File: src/rtl/expr_pkg.sv
// Shared constants and state encoding for the expression stream generator and checker.
package expr_pkg;
  localparam logic [7:0] CH_ZERO = 8'd48;
  localparam logic [7:0] CH_NINE = 8'd57;
  localparam logic [7:0] CH_PLUS = 8'd43;
  localparam logic [7:0] CH_MUL  = 8'd42;

  typedef enum logic [1:0] {
    ST_IDLE  = 2'd0,
    ST_DIGIT = 2'd1,
    ST_OP    = 2'd2
  } state_t;
endpackage

File: src/rtl/expr_job_regs.sv
// Job holding registers: latches len/terms/ops on load and muxes out the selected term and operator.
module expr_job_regs #(
  parameter int unsigned MAX_TERMS = 8,
  localparam int unsigned LEN_W = $clog2(MAX_TERMS + 1)
) (
  input  logic                   clk,
  input  logic                   i_load,
  input  logic [LEN_W-1:0]       i_len,
  input  logic [4*MAX_TERMS-1:0] i_terms,
  input  logic [MAX_TERMS-2:0]   i_ops,
  input  logic [LEN_W-1:0]       i_term_idx,
  input  logic [LEN_W-1:0]       i_op_idx,
  output logic [LEN_W-1:0]       o_len,
  output logic [3:0]             o_term,
  output logic                   o_op
);
  logic [LEN_W-1:0]       r_len;
  logic [4*MAX_TERMS-1:0] r_terms;
  logic [MAX_TERMS-2:0]   r_ops;

  always_ff @(posedge clk) begin
    if (i_load) begin
      r_len   <= i_len;
      r_terms <= i_terms;
      r_ops   <= i_ops;
    end
  end

  assign o_len = r_len;

  always_comb begin
    o_term = '0;
    o_op   = 1'b0;
    for (int unsigned i = 0; i < MAX_TERMS; i++) begin
      if (i_term_idx == LEN_W'(i)) o_term = r_terms[4*i +: 4];
    end
    for (int unsigned i = 0; i < MAX_TERMS - 1; i++) begin
      if (i_op_idx == LEN_W'(i)) o_op = r_ops[i];
    end
  end
endmodule

File: src/rtl/expr_stream_gen.sv
// Serialises a parallel term/operator job into an ASCII "digit (op digit)*" stream
// over a valid/ready handshake.
module expr_stream_gen
  import expr_pkg::*;
#(
  parameter int unsigned MAX_TERMS = 8,
  localparam int unsigned LEN_W = $clog2(MAX_TERMS + 1)
) (
  input  logic                   clk,
  input  logic                   clr,
  input  logic                   start,
  input  logic [LEN_W-1:0]       len,
  input  logic [4*MAX_TERMS-1:0] terms,
  input  logic [MAX_TERMS-2:0]   ops,
  output logic [7:0]             ch,
  output logic                   ch_valid,
  input  logic                   ch_ready,
  output logic                   busy,
  output logic                   done,
  output logic                   err
);
  state_t           r_state, w_state_n;
  logic [7:0]       r_ch, w_ch_n;
  logic [LEN_W-1:0] r_idx, w_idx_n;
  logic             r_done, w_done_n;
  logic             r_err, w_err_n;
  logic             w_load, w_legal;
  logic [LEN_W-1:0] w_len_q;
  logic [3:0]       w_term;
  logic             w_op;

  expr_job_regs #(.MAX_TERMS(MAX_TERMS)) u_job_regs (
    .clk        (clk),
    .i_load     (w_load),
    .i_len      (len),
    .i_terms    (terms),
    .i_ops      (ops),
    .i_term_idx (r_idx + LEN_W'(1)),
    .i_op_idx   (r_idx),
    .o_len      (w_len_q),
    .o_term     (w_term),
    .o_op       (w_op)
  );

  // Only terms below len matter; anything above is don't-care.
  always_comb begin
    w_legal = (len != '0) && (len <= LEN_W'(MAX_TERMS));
    for (int unsigned i = 0; i < MAX_TERMS; i++) begin
      if ((LEN_W'(i) < len) && (terms[4*i +: 4] > 4'd9)) w_legal = 1'b0;
    end
  end

  always_comb begin
    w_state_n = r_state;
    w_ch_n    = r_ch;
    w_idx_n   = r_idx;
    w_done_n  = 1'b0;
    w_err_n   = 1'b0;
    w_load    = 1'b0;
    unique case (r_state)
      ST_IDLE: begin
        if (start) begin
          if (w_legal) begin
            // First digit comes straight from the port; the latched copy is not valid yet.
            w_load    = 1'b1;
            w_idx_n   = '0;
            w_state_n = ST_DIGIT;
            w_ch_n    = CH_ZERO + {4'b0, terms[3:0]};
          end else begin
            w_err_n = 1'b1;
          end
        end
      end
      ST_DIGIT: begin
        if (ch_ready) begin
          if (r_idx == w_len_q - LEN_W'(1)) begin
            w_state_n = ST_IDLE;
            w_ch_n    = '0;
            w_done_n  = 1'b1;
          end else begin
            w_state_n = ST_OP;
            w_ch_n    = w_op ? CH_MUL : CH_PLUS;
          end
        end
      end
      ST_OP: begin
        if (ch_ready) begin
          w_idx_n   = r_idx + LEN_W'(1);
          w_state_n = ST_DIGIT;
          w_ch_n    = CH_ZERO + {4'b0, w_term};
        end
      end
      default: begin
        w_state_n = ST_IDLE;
        w_ch_n    = '0;
      end
    endcase
  end

  always_ff @(posedge clk) begin
    if (clr) begin
      r_state <= ST_IDLE;
      r_ch    <= '0;
      r_idx   <= '0;
      r_done  <= 1'b0;
      r_err   <= 1'b0;
    end else begin
      r_state <= w_state_n;
      r_ch    <= w_ch_n;
      r_idx   <= w_idx_n;
      r_done  <= w_done_n;
      r_err   <= w_err_n;
    end
  end

  assign ch       = r_ch;
  assign ch_valid = (r_state != ST_IDLE);
  assign busy     = (r_state != ST_IDLE);
  assign done     = r_done;
  assign err      = r_err;
endmodule

File: config.mk
export PLATFORM = sky130hd
export DESIGN_NAME = expr_stream_gen
export DESIGN_NICKNAME = d
export VERILOG_FILES = /design/src/rtl/expr_pkg.sv /design/src/rtl/expr_job_regs.sv /design/src/rtl/expr_stream_gen.sv
export SDC_FILE = /design/constraint.sdc
export NUM_CORES = 1
export LEC_CHECK = 0
export BUFFER_PORTS_ARGS = -buffer_cell sky130_fd_sc_hd__buf_2
export CORE_MARGIN = 5
export CORE_UTILIZATION = 40
export CTS_CLUSTER_DIAMETER = 200
export DETAILED_ROUTE_END_ITERATION = 6
export GPL_TIMING_DRIVEN = 0
export PLACE_DENSITY = 0.73
export REMOVE_ABC_BUFFERS = 1
export SKIP_CTS_REPAIR_TIMING = 1
export SYNTH_ARGS = -nofsm -noshare
export SYNTH_HDL_FRONTEND = slang
export SYNTH_SLANG_ARGS = --single-unit
File: constraint.sdc
create_clock -name clk -period 2.5 [get_ports clk]
set_clock_uncertainty 0.15 [all_clocks]
set_input_delay 0.25 -clock clk [delete_from_list [all_inputs] [get_ports clk]]
set_output_delay 0.25 -clock clk [all_outputs]
set_load 0.02 [all_outputs]
==> summary.md <==
| Metric | Value |
|---|---|
| Synth-to-Final Area Change | `32.4%` |
| Minimum clock period | `2.35 ns` |
| Share of cells above drive strength 1 | `23.5%` |
| Area of the mapped netlist | `2810 µm²` |
| Required @ worst endpoint | `2.31 ns` |
| Synth cell types | `51` |
| Gate power share | `9.9%` |
| Slew margin rel. | `40.8%` |
| Total CTS buffers | `9` |
| Clock-pin slew on the worst setup and hold paths | `0.06 ns` |
| Number of core rows | `30` |
| All-layer global routing usage | `15.1%` |
| CP arrival | `2.17 ns` |
| Slowest library cell on the worst path | `inv_2` |
| H-tree depth | `3` |
| Post-synth EDFFs | `43` |
| Critical path cell sequence | `nor2_1, and3_1, o211ai_4, inv_2` |
| DRC errors left | `0` |
| FILL cells | `606` |
| Area occupied by multi-input gates | `1150 µm²` |
| Starting density of the core | `41.3%` |
| Critical Path End Type | `register` |
| Post-layout util | `54.7%` |
| Final nets | `404` |
| Iteration-0 DRC Markers | `101` |
| Achievable Freq | `425 MHz` |
| Avg WL per Cell | `14.7 µm` |
| Routed Antenna Nets | `0` |
| Period utilization | `94.1%` |
| Max Buffers Root-to-Sink | `2` |
| Clock network fraction of total power | `35.0%` |
| Yosys reg bits | `57` |
| Initial antenna violation count | `0` |
| Clk root buf | `clkbuf_8` |
| Pin slew with the least headroom to its limit | `0.887 ns` |
| Non-filler cells, final | `449` |
| Worst hold path type | `in -> reg` |
| Mapped Cells | `257` |
| Cell Pwr Density | `511 nW/µm²` |
| Critical path class | `reg -> reg` |
| Design Area, Final | `3710 µm²` |
| Die height | `93.7 µm` |
| Clock Sinks | `57` |
| Max Cap Viol | `0` |
| Global-route wire length before repair | `10.1 mm` |
| Worst skew pair latency | `0.34 ns` |
| Pint | `1.48 mW` |
| Sw frac | `22.2%` |
| Total Power | `1.90 mW` |
| CTS tree | `yes` |
| Status | `finished clean` |
| Flop pwr share | `55.1%` |
| Post-DP HPWL | `4.51 mm` |
| Maximum VDD drop | `0.296 mV` |
| Placer Congestion | `0.807` |
| Synth async-reset ratio | `0%` |
| DP Area | `3140 µm²` |
| Register area | `1570 µm²` |
| CP max FO | `43` |
| Final setup fails | `0` |
| Avg Inst Size Synth | `10.9 µm²` |
| Syn. warnings | `0` |
| Top FF cell, synth | `edfxtp_1` |
| # diodes | `0` |
| Max-slew violation count | `0` |
| Final Hold Fails | `0` |
| Post-synthesis sequential area ratio | `56.0%` |
| Total grt overflow | `0` |
| Total wire length | `6.60 mm` |
| Cells after DPL | `395` |
| Vias per cell | `5.13` |
| Port-buffer cells | `56` |
| WP buf/inv | `1` |
| DR pass1 iterations | `5` |
| Core region area | `6790 µm²` |
| Top delay family on crit path | `buffers and inverters` |
| Vias in the first global route | `2173` |
| CP Launch Type | `register` |
| Die width | `93.7 µm` |
| Via count | `2303` |
| RSZ-0062 raised after global routing | `false` |
| Leakage | `1.40 nW` |
| Largest net degree at the start of global routing | `44` |
| Max incr delay on CP | `0.69 ns` |
| IO Count | `59` |
| Die ar. | `8790 µm²` |
| Psw | `0.421 mW` |
stage by stage:
stage	hold slack (ns)	TNS [ns]	setup slack (ns)
floorplan	0.169	-2.88	-0.0670
global placement	0.279	-24.79	-0.579
detailed placement	0.278	-6.24	-0.145
CTS	-0.0803	-0.134	-0.134
global route	0.0426	0	0.00639
finish	0.0436	0	0.147
metal layers:
metal | part of all wire, % | global-route usage (%) | wire length, µm
met2 | 50 | 24.6 | 3330
met4 | 3.3 | 7.94 | 218
met1 | 42 | 17.8 | 2750
met3 | 4.6 | 4.65 | 306
met5 | 0 | 0 | 0
power by group through the flow:
stage	logic, mW	clock network [mW]	registers, mW
floorplan	0.0619	0	1.07
detailed placement	0.139	0	1.07
finish	0.188	0.665	1.05
global route	0.206	0.737	1.05
CTS	0.140	0.683	1.05
global placement	0.135	0	1.07
sequential cells by signal, summed over array words and instances (netlist names):
register,count
u_job_regs.r_terms,32
u_job_regs.r_ops,7
ch,6
r_idx,4
u_job_regs.o_len,4
r_state,2
done,1
err,1
path summary, 6_finish.rpt:
kind                    from                   to  slack [ns]  depth (start not counted)
setup reg to reg  r_state[1]  u_job_regs.r_ops[2]        0.15                          4
hold / removal      terms[2]                ch[2]        0.04                          3
setup / recovery  r_state[1]  u_job_regs.r_ops[2]        0.15                          4
hold reg to reg        ch[2]                ch[2]        0.34                          2
cells by family (layout without fill, tap and decap cells):
family,count (synthesis),after routing,synth area share (%)
AOI/OAI and AO/OA,86,86,20.5
xor gates and xnor gates,6,6,1.87
adders and majority gates,7,7,3.12
buffers and inverters,28,123,4.24
DFF,57,57,56.0
muxes,4,4,1.47
other,1,2,0.134
and+or+nand+nor,68,68,12.7
layout make-up:
cell class | count | area share [%]
Timing Repair Buffer | 96 | 18.3
Clock buffer | 12 | 3.64
Multi-Input combinational cell | 173 | 30.9
Tap cell | 96 | 3.23
Inverter | 13 | 1.31
Sequential cell | 57 | 42.4
Clock inverter | 2 | 0.202
worst register-to-register path, stage by stage, from the launching register on:
cell,delay [ns]
dfxtp_1,0.44
nor2_1,0.29
and3_1,0.24
o211ai_4,0.15
inv_2,0.69
Yosys cell counts (3+ instances only):
master | instances | area, µm²
a311oi_1 | 4 | 35.0
buf_4 | 3 | 22.5
nor3b_1 | 4 | 30.0
nor2b_1 | 5 | 31.3
mux2i_1 | 3 | 30.0
edfxtp_1 | 43 | 1290
inv_1 | 13 | 48.8
xnor2_1 | 3 | 26.3
dfxtp_1 | 14 | 280
clkbuf_1 | 10 | 37.5
a21oi_1 | 23 | 115
and3_1 | 3 | 18.8
nor2_1 | 15 | 56.3
nand2_1 | 18 | 67.6
o21ai_0 | 21 | 105
ha_1 | 7 | 87.6
o21ai_1 | 3 | 15.0
o211ai_1 | 5 | 37.5
o22ai_1 | 5 | 31.3
nor3_1 | 8 | 40.0
xor2_1 | 3 | 26.3
a22oi_1 | 4 | 30.0
nand2b_1 | 5 | 31.3
cell usage in the layout, fill, tap and decap left out, types with 3 or more instances in the layout:
cell type,synthesis,layout
inv_1,13,12
o21ai_0,21,21
a21oi_1,23,23
mux2i_1,3,3
xor2_1,3,3
clkbuf_8,0,9
nand2_1,18,18
edfxtp_1,43,43
and3_1,3,3
xnor2_1,3,3
o211ai_1,5,5
nor3_1,8,8
clkbuf_1,10,3
nor2b_1,5,5
nand2b_1,5,5
o22ai_1,5,5
dfxtp_1,14,12
a311oi_1,4,4
nor2_1,15,15
a22oi_1,4,4
buf_2,2,56
nor3b_1,4,4
dlygate4sd3_1,0,40
o21ai_1,3,3
ha_1,7,3
(Power assumes the default switching activity.)
